===== src/rtl/psk_symbol_framer_if.sv =====
// Byte/symbol stream link (tdata/tvalid/tready/tlast/tuser) with producer and consumer views.
interface psk_symbol_framer_if #(
  parameter int unsigned DATA_W = 8
) ();
  logic [DATA_W-1:0] tdata;
  logic              tvalid;
  logic              tready;
  logic              tlast;
  logic              tuser;

  modport master (
    output tdata,
    output tvalid,
    output tlast,
    output tuser,
    input  tready
  );

  modport slave (
    input  tdata,
    input  tvalid,
    input  tlast,
    input  tuser,
    output tready
  );
endinterface


===== src/rtl/psk_symbol_framer.sv =====
// Frames a payload byte stream with a BPSK preamble and serialises it MSB-first
// into BPSK (1-bit) or QPSK (2-bit) symbols, one per modulator take strobe.
module psk_symbol_framer #(
  parameter int unsigned             BYTES        = 1,
  parameter int unsigned             PREAMBLE_LEN = 16,
  parameter logic [PREAMBLE_LEN-1:0] PREAMBLE     = 16'hAAAA
) (
  input  logic                clk_16M384,
  input  logic                rst_n_16M384,
  input  logic                cfg_is_bpsk,
  psk_symbol_framer_if.slave  s_axis,
  psk_symbol_framer_if.master m_axis,
  output logic                busy,
  output logic                frame_done,
  output logic                underrun
);

  localparam int unsigned       DATA_W    = BYTES * 8;
  localparam int unsigned       PRE_CW    = (PREAMBLE_LEN > 2) ? $clog2(PREAMBLE_LEN) : 1;
  localparam logic [PRE_CW-1:0] PRE_LAST  = PRE_CW'(PREAMBLE_LEN - 1);
  localparam logic [2:0]        BPSK_LAST = 3'd7;
  localparam logic [2:0]        QPSK_LAST = 3'd3;

  typedef enum logic [1:0] {
    S_IDLE,
    S_PRE,
    S_LOAD,
    S_PAY
  } state_e;

  state_e            state_q, state_d;
  logic              mode_q, mode_d;
  logic [PRE_CW-1:0] pre_cnt_q, pre_cnt_d;
  logic [7:0]        sh_q, sh_d;
  logic [2:0]        sym_cnt_q, sym_cnt_d;
  logic              last_q, last_d;

  logic [1:0]        m_sym_q, m_sym_d;
  logic              m_tvalid_q, m_tvalid_d;
  logic              m_tlast_q, m_tlast_d;
  logic              m_tuser_q, m_tuser_d;
  logic              s_tready_q, s_tready_d;
  logic              busy_q, busy_d;

  logic              xfer;
  logic              sym_final;
  logic [PRE_CW-1:0] pre_idx;
  logic              unused_s_tuser;

  assign xfer           = m_tvalid_q && m_axis.tready;
  assign sym_final      = (sym_cnt_q == (mode_q ? BPSK_LAST : QPSK_LAST));
  assign unused_s_tuser = s_axis.tuser;

  // State register plus registered copies of every stream-facing output.
  always_ff @(posedge clk_16M384) begin
    if (!rst_n_16M384) begin
      state_q    <= S_IDLE;
      mode_q     <= 1'b0;
      pre_cnt_q  <= '0;
      sh_q       <= '0;
      sym_cnt_q  <= '0;
      last_q     <= 1'b0;
      m_sym_q    <= '0;
      m_tvalid_q <= 1'b0;
      m_tlast_q  <= 1'b0;
      m_tuser_q  <= 1'b0;
      s_tready_q <= 1'b0;
      busy_q     <= 1'b0;
    end else begin
      state_q    <= state_d;
      mode_q     <= mode_d;
      pre_cnt_q  <= pre_cnt_d;
      sh_q       <= sh_d;
      sym_cnt_q  <= sym_cnt_d;
      last_q     <= last_d;
      m_sym_q    <= m_sym_d;
      m_tvalid_q <= m_tvalid_d;
      m_tlast_q  <= m_tlast_d;
      m_tuser_q  <= m_tuser_d;
      s_tready_q <= s_tready_d;
      busy_q     <= busy_d;
    end
  end

  // Next state, then outputs decoded from the next state so they are registered.
  always_comb begin
    state_d    = state_q;
    mode_d     = mode_q;
    pre_cnt_d  = pre_cnt_q;
    sh_d       = sh_q;
    sym_cnt_d  = sym_cnt_q;
    last_d     = last_q;
    m_sym_d    = 2'b00;
    m_tvalid_d = 1'b0;
    m_tlast_d  = 1'b0;
    m_tuser_d  = 1'b0;
    s_tready_d = 1'b0;
    busy_d     = 1'b0;
    pre_idx    = '0;

    unique case (state_q)
      S_IDLE: begin
        if (s_axis.tvalid) begin
          mode_d    = cfg_is_bpsk;
          pre_cnt_d = '0;
          state_d   = S_PRE;
        end
      end
      S_PRE: begin
        if (xfer) begin
          if (pre_cnt_q == PRE_LAST) begin
            state_d = S_LOAD;
          end else begin
            pre_cnt_d = pre_cnt_q + PRE_CW'(1);
          end
        end
      end
      S_LOAD: begin
        if (s_axis.tvalid) begin
          sh_d      = s_axis.tdata[7:0];
          last_d    = s_axis.tlast;
          sym_cnt_d = 3'd0;
          state_d   = S_PAY;
        end
      end
      S_PAY: begin
        if (xfer) begin
          sh_d      = mode_q ? {sh_q[6:0], 1'b0} : {sh_q[5:0], 2'b00};
          sym_cnt_d = sym_cnt_q + 3'd1;
          if (sym_final) begin
            state_d = last_q ? S_IDLE : S_LOAD;
          end
        end
      end
      default: state_d = S_IDLE;
    endcase

    busy_d     = (state_d != S_IDLE);
    s_tready_d = (state_d == S_LOAD);
    m_tvalid_d = (state_d == S_PRE) || (state_d == S_PAY);

    if (state_d == S_PRE) begin
      pre_idx   = PRE_LAST - pre_cnt_d;
      m_sym_d   = {PREAMBLE[pre_idx], 1'b0};
      m_tuser_d = 1'b1;
    end else if (state_d == S_PAY) begin
      m_sym_d   = mode_d ? {sh_d[7], 1'b0} : sh_d[7:6];
      m_tuser_d = mode_d;
      m_tlast_d = last_d && (sym_cnt_d == (mode_d ? BPSK_LAST : QPSK_LAST));
    end
  end

  assign m_axis.tdata  = DATA_W'(m_sym_q);
  assign m_axis.tvalid = m_tvalid_q;
  assign m_axis.tlast  = m_tlast_q;
  assign m_axis.tuser  = m_tuser_q;
  assign s_axis.tready = s_tready_q;
  assign busy          = busy_q;

  // Status strobes coincide with the take strobe they report on.
  assign frame_done = xfer && m_tlast_q;
  assign underrun   = (state_q == S_LOAD) && m_axis.tready;

endmodule

===== src/flat_wrapper.sv =====
// flat-port wrapper written by rule: the top's interface ports become plain ports
module psk_symbol_framer_flat 
#(
  parameter int unsigned             BYTES        = 1,
  parameter int unsigned             PREAMBLE_LEN = 16,
  parameter logic [PREAMBLE_LEN-1:0] PREAMBLE     = 16'hAAAA
)
  (clk_16M384, rst_n_16M384, cfg_is_bpsk, busy, frame_done, underrun, s_axis_tdata, s_axis_tvalid, s_axis_tlast, s_axis_tuser, s_axis_tready, m_axis_tdata, m_axis_tvalid, m_axis_tlast, m_axis_tuser, m_axis_tready);
  psk_symbol_framer_if s_axis_i ();
  psk_symbol_framer_if m_axis_i ();
  input  logic clk_16M384;
  input  logic rst_n_16M384;
  input  logic cfg_is_bpsk;
  output logic busy;
  output logic frame_done;
  output logic underrun;
  input wire logic [$bits(s_axis_i.tdata)-1:0] s_axis_tdata;
  input wire logic [$bits(s_axis_i.tvalid)-1:0] s_axis_tvalid;
  input wire logic [$bits(s_axis_i.tlast)-1:0] s_axis_tlast;
  input wire logic [$bits(s_axis_i.tuser)-1:0] s_axis_tuser;
  output wire logic [$bits(s_axis_i.tready)-1:0] s_axis_tready;
  output wire logic [$bits(m_axis_i.tdata)-1:0] m_axis_tdata;
  output wire logic [$bits(m_axis_i.tvalid)-1:0] m_axis_tvalid;
  output wire logic [$bits(m_axis_i.tlast)-1:0] m_axis_tlast;
  output wire logic [$bits(m_axis_i.tuser)-1:0] m_axis_tuser;
  input wire logic [$bits(m_axis_i.tready)-1:0] m_axis_tready;
  assign s_axis_i.tdata = s_axis_tdata;
  assign s_axis_i.tvalid = s_axis_tvalid;
  assign s_axis_i.tlast = s_axis_tlast;
  assign s_axis_i.tuser = s_axis_tuser;
  assign s_axis_tready = s_axis_i.tready;
  assign m_axis_tdata = m_axis_i.tdata;
  assign m_axis_tvalid = m_axis_i.tvalid;
  assign m_axis_tlast = m_axis_i.tlast;
  assign m_axis_tuser = m_axis_i.tuser;
  assign m_axis_i.tready = m_axis_tready;
  psk_symbol_framer #(.BYTES(BYTES), .PREAMBLE_LEN(PREAMBLE_LEN), .PREAMBLE(PREAMBLE)) u_core (.clk_16M384(clk_16M384), .rst_n_16M384(rst_n_16M384), .cfg_is_bpsk(cfg_is_bpsk), .s_axis(s_axis_i), .m_axis(m_axis_i), .busy(busy), .frame_done(frame_done), .underrun(underrun));
endmodule

===== config.mk =====
export PLATFORM = sky130hd
export DESIGN_NAME = psk_symbol_framer_flat
export DESIGN_NICKNAME = d
export VERILOG_FILES = /design/src/rtl/psk_symbol_framer_if.sv /design/src/rtl/psk_symbol_framer.sv /design/src/flat_wrapper.sv
export SDC_FILE = /design/constraint.sdc
export NUM_CORES = 1
export LEC_CHECK = 0
export CAP_MARGIN = 20
export CORE_MARGIN = 1.5
export CORE_UTILIZATION = 49
export CTS_CLUSTER_DIAMETER = 60
export DETAILED_ROUTE_END_ITERATION = 7
export PLACE_DENSITY = 0.78
export SLEW_MARGIN = 10
export SYNTH_ARGS = -nofsm -noshare
export SYNTH_HDL_FRONTEND = slang
export SYNTH_SLANG_ARGS = --single-unit

===== constraint.sdc =====
create_clock -name clk_16M384 -period 1.7 [get_ports clk_16M384]
set_input_delay 0.34 -clock clk_16M384 [delete_from_list [all_inputs] [get_ports clk_16M384]]
set_output_delay 0.34 -clock clk_16M384 [all_outputs]
set_load 0.01 [all_outputs]

==> results.py <==
metrics = {
    "global_routing": {
        "overflow": 0,
        "grt_pass1_vias": 1235,
        "grt_pass1_wl_um": 5060,
        "grt_max_degree": 15,
        "antenna_found_initial": 0,
        "grt_usage_pct": 23.0,
    },
    "placed_design": {
        "place_area_um2": 1680,
        "portBuffers": 22,
        "dp_hpwl_um": 2400,
        "gp_congestion": 0.788,
        "dp_slack_ns": -0.389,
    },
    "power": {
        "vdd_drop_max_mv": 0.545,
        "power_mw": 1.08,
        "p_leak_nw": 0.715,
        "pwr_density_cell_nw_per_um2": 621,
    },
    "run_status": {
        "status": "completed",
    },
    "clocking": {
        "insertion_delay_ns": 0.31,
        "cts.root.buffer_cell": "clkbuf_4",
        "hold_buffers": 0,
        "clock-sinks": 26,
        "numCtsBuffers": 3,
        "htree_levels": 1,
        "cts_buffer_depth": 2,
        "cts_tree": "yes",
        "clkSlewWorstSetupHoldPaths_ns": 0.14,
    },
    "sta": {
        "skew_ns": 0.00531,
        "finalSetupTns_ns": 0,
        "rsz0062_at_grt": "false",
        "setup_slack_ns": 0.0652,
        "finalCritPeriodShare_pct": 96.2,
        "fin_crit_ns": 1.63,
        "slew_viol_final": 0,
        "hold_viol": 0,
        "clock.fmax_mhz": 612,
        "setup_viol": 0,
    },
    "flow_run": {
        "max_cap_viol_count": 0,
    },
    "layout": {
        "drive_gt1_share_pct": 21.6,
        "diodes": 0,
        "mostFrequentLayoutCells": "dfxtp_1, buf_4, clkdlybuf4s50_1, nor2_1, a21oi_1",
        "final_common_cell": "dfxtp_1",
        "finalNetCount": 212,
        "syn2layout_area_growth_pct": 31.4,
        "design_area_um2": 1740,
    },
    "yosys": {
        "ys_seq_area_share_pct": 39.3,
        "synthesis.area_um2": 1330,
        "synth_area_per_cell_um2": 8.60,
        "synth_seq_cells": 26,
        "syn-instance-count": 154,
        "ys_warn_count": 0,
        "ys_types": 43,
        "synthArstFlopShare_pct": 0,
        "synth-main-ff-cell": "dfxtp_1",
        "synth_edf_count": 0,
    },
    "detailed_routing": {
        "drt_iter0_markers": 12,
        "drc_errors": 0,
        "wl_um": 3160,
        "vias_per_cell": 5.49,
        "wire_per_inst_um": 14.1,
        "antenna_left": 0,
        "drtPass1Iterations": 4,
        "vias": 1230,
    },
    "worst_setup_path": {
        "critPathKind": "register to register",
        "r2r_end": "u_core.m_axis.tuser",
        "crit_start": "u_core.pre_cnt_q[0]",
        "end_kind": "register",
        "path_max_fanout": 5,
        "cp_data_required_time_ns": 1.94,
        "reg2reg_from": "u_core.pre_cnt_q[0]",
        "setup.worst_path.start_class": "register",
        "worst_r2r_path_depth": 6,
        "arrival_ns": 1.88,
        "worst-r2r-setup-slack_ns": 0.07,
    },
    "floorplanning": {
        "coreArea_um2": 2520,
        "num_rows": 18,
        "num_io_pins": 30,
        "die_w_um": 55,
        "die_h_um": 55,
        "dieArea_um2": 3030,
        "initial_utilization_pct": 52.5,
    },
    "worst_hold_path": {
        "hp-start": "u_core.sym_cnt_q[1]",
        "min_delay_worst_endpoint": "u_core.sym_cnt_q[1]",
        "holdCritPathClass": "register to register",
        "holdPathStages": 2,
    },
}
==> flip-flops by register name, indices dropped and copies added (netlist names) <==
signal / cells
u_core.last_q: 1
u_core.state_q: 2
u_core.m_axis.tlast: 1
u_core.mode_q: 1
u_core.m_sym_q: 2
u_core.pre_cnt_q: 4
u_core.s_axis.tready: 1
u_core.sym_cnt_q: 3
u_core.m_axis.tvalid: 1
u_core.m_axis.tuser: 1
u_core.sh_q: 8
u_core.busy: 1
==> where the power goes <==
| group | switching [mW] | internal (mW) |
|---|---|---|
| clock network | 0.178 | 0.131 |
| logic | 0.0647 | 0.0790 |
| registers | 0.0114 | 0.618 |
==> worst max-delay path, stage by stage (launching register included) <==
cell and delay [ns]:
dfxtp_1 0.38, ha_1 0.27, and3_1 0.23, a211oi_2 0.24, buf_4 0.15, nand2_1 0.11
a21oi_1 0.17
==> metrics by stage <==
stage,util (%),cells,hold slack (ns)
2_1_floorplan,-,159,0.448
3_3_place_gp,66.6,219,0.459
3_5_place_dp,66.6,219,0.477
4_1_cts,68.7,224,0.496
5_1_grt,69.0,224,0.509
6_report,69.0,224,0.491
==> worst max-delay path by stage <==
| stage | slack, ns | depth (start not counted) | end |
|---|---|---|---|
| global placement | -0.34 | 3 | underrun |
| CTS | 0.09 | 6 | u_core.m_axis.tuser |
| finish | 0.07 | 6 | u_core.m_axis.tuser |
| detailed placement | -0.39 | 5 | u_core.pre_cnt_q[3] |
| global route | 0.03 | 5 | u_core.pre_cnt_q[3] |
| floorplan | 0.22 | 4 | u_core.m_axis.tlast |
==> layout make-up <==
cell class	instances	area, µm²
Inverter	8	30.0
Tap cell	30	37.5
Multi-Input combinational cell	113	729
Timing Repair Buffer	43	377
Clock buffer	4	36.3
Sequential cell	26	532
Fill cell	218	781
==> cells in the mapped netlist, drive strengths merged (3+ instances only) <==
cell | instances | share of area (%)
o211ai | 3 | 1.7
nor2 | 19 | 5.6
nand3 | 9 | 3.4
mux2i | 5 | 3.8
buf | 10 | 4.9
nand2 | 9 | 2.5
o21ai | 5 | 1.9
dfxtp | 26 | 39
inv | 8 | 2.3
nand3b | 4 | 2.3
a21oi | 11 | 4.4
and3 | 4 | 1.9
a211oi | 3 | 2.5
a221oi | 4 | 2.6
nor3b | 3 | 2.1
==> kinds of logic after synthesis <==
kind of cell             Yosys count  synth area share [%]
AO/OA/AOI/OAI                     39                  20.8
XOR/XNOR                           2                  1.32
adder cells (fa/ha/maj)            2                  1.89
buffers and inverters             20                  7.74
flip-flops                        26                  39.3
multiplexers                       7                  5.48
other                              1                 0.283
AND/OR/NAND/NOR                   57                  23.2
==> timing repair <==
item | 4_1_cts | 5_1_grt
setup endpoints to repair | 5 | 1
resized for setup | 11 | 2
setup buffers | 1 | 0
endpoints found under the hold margin | 0 | 0
==> metal layers <==
metal  vias up  GRT usage [%]  wire, µm  part of all wire (%)
li1        630              -         -                     -
met1       579           25.3      1360                    43
met2        17           45.0      1710                    54
met3         4           4.03        63                   2.0
met4         0           5.69        27                  0.85
met5         -              0         0                     0
No activity file was read; power rests on OpenSTA's default activity.
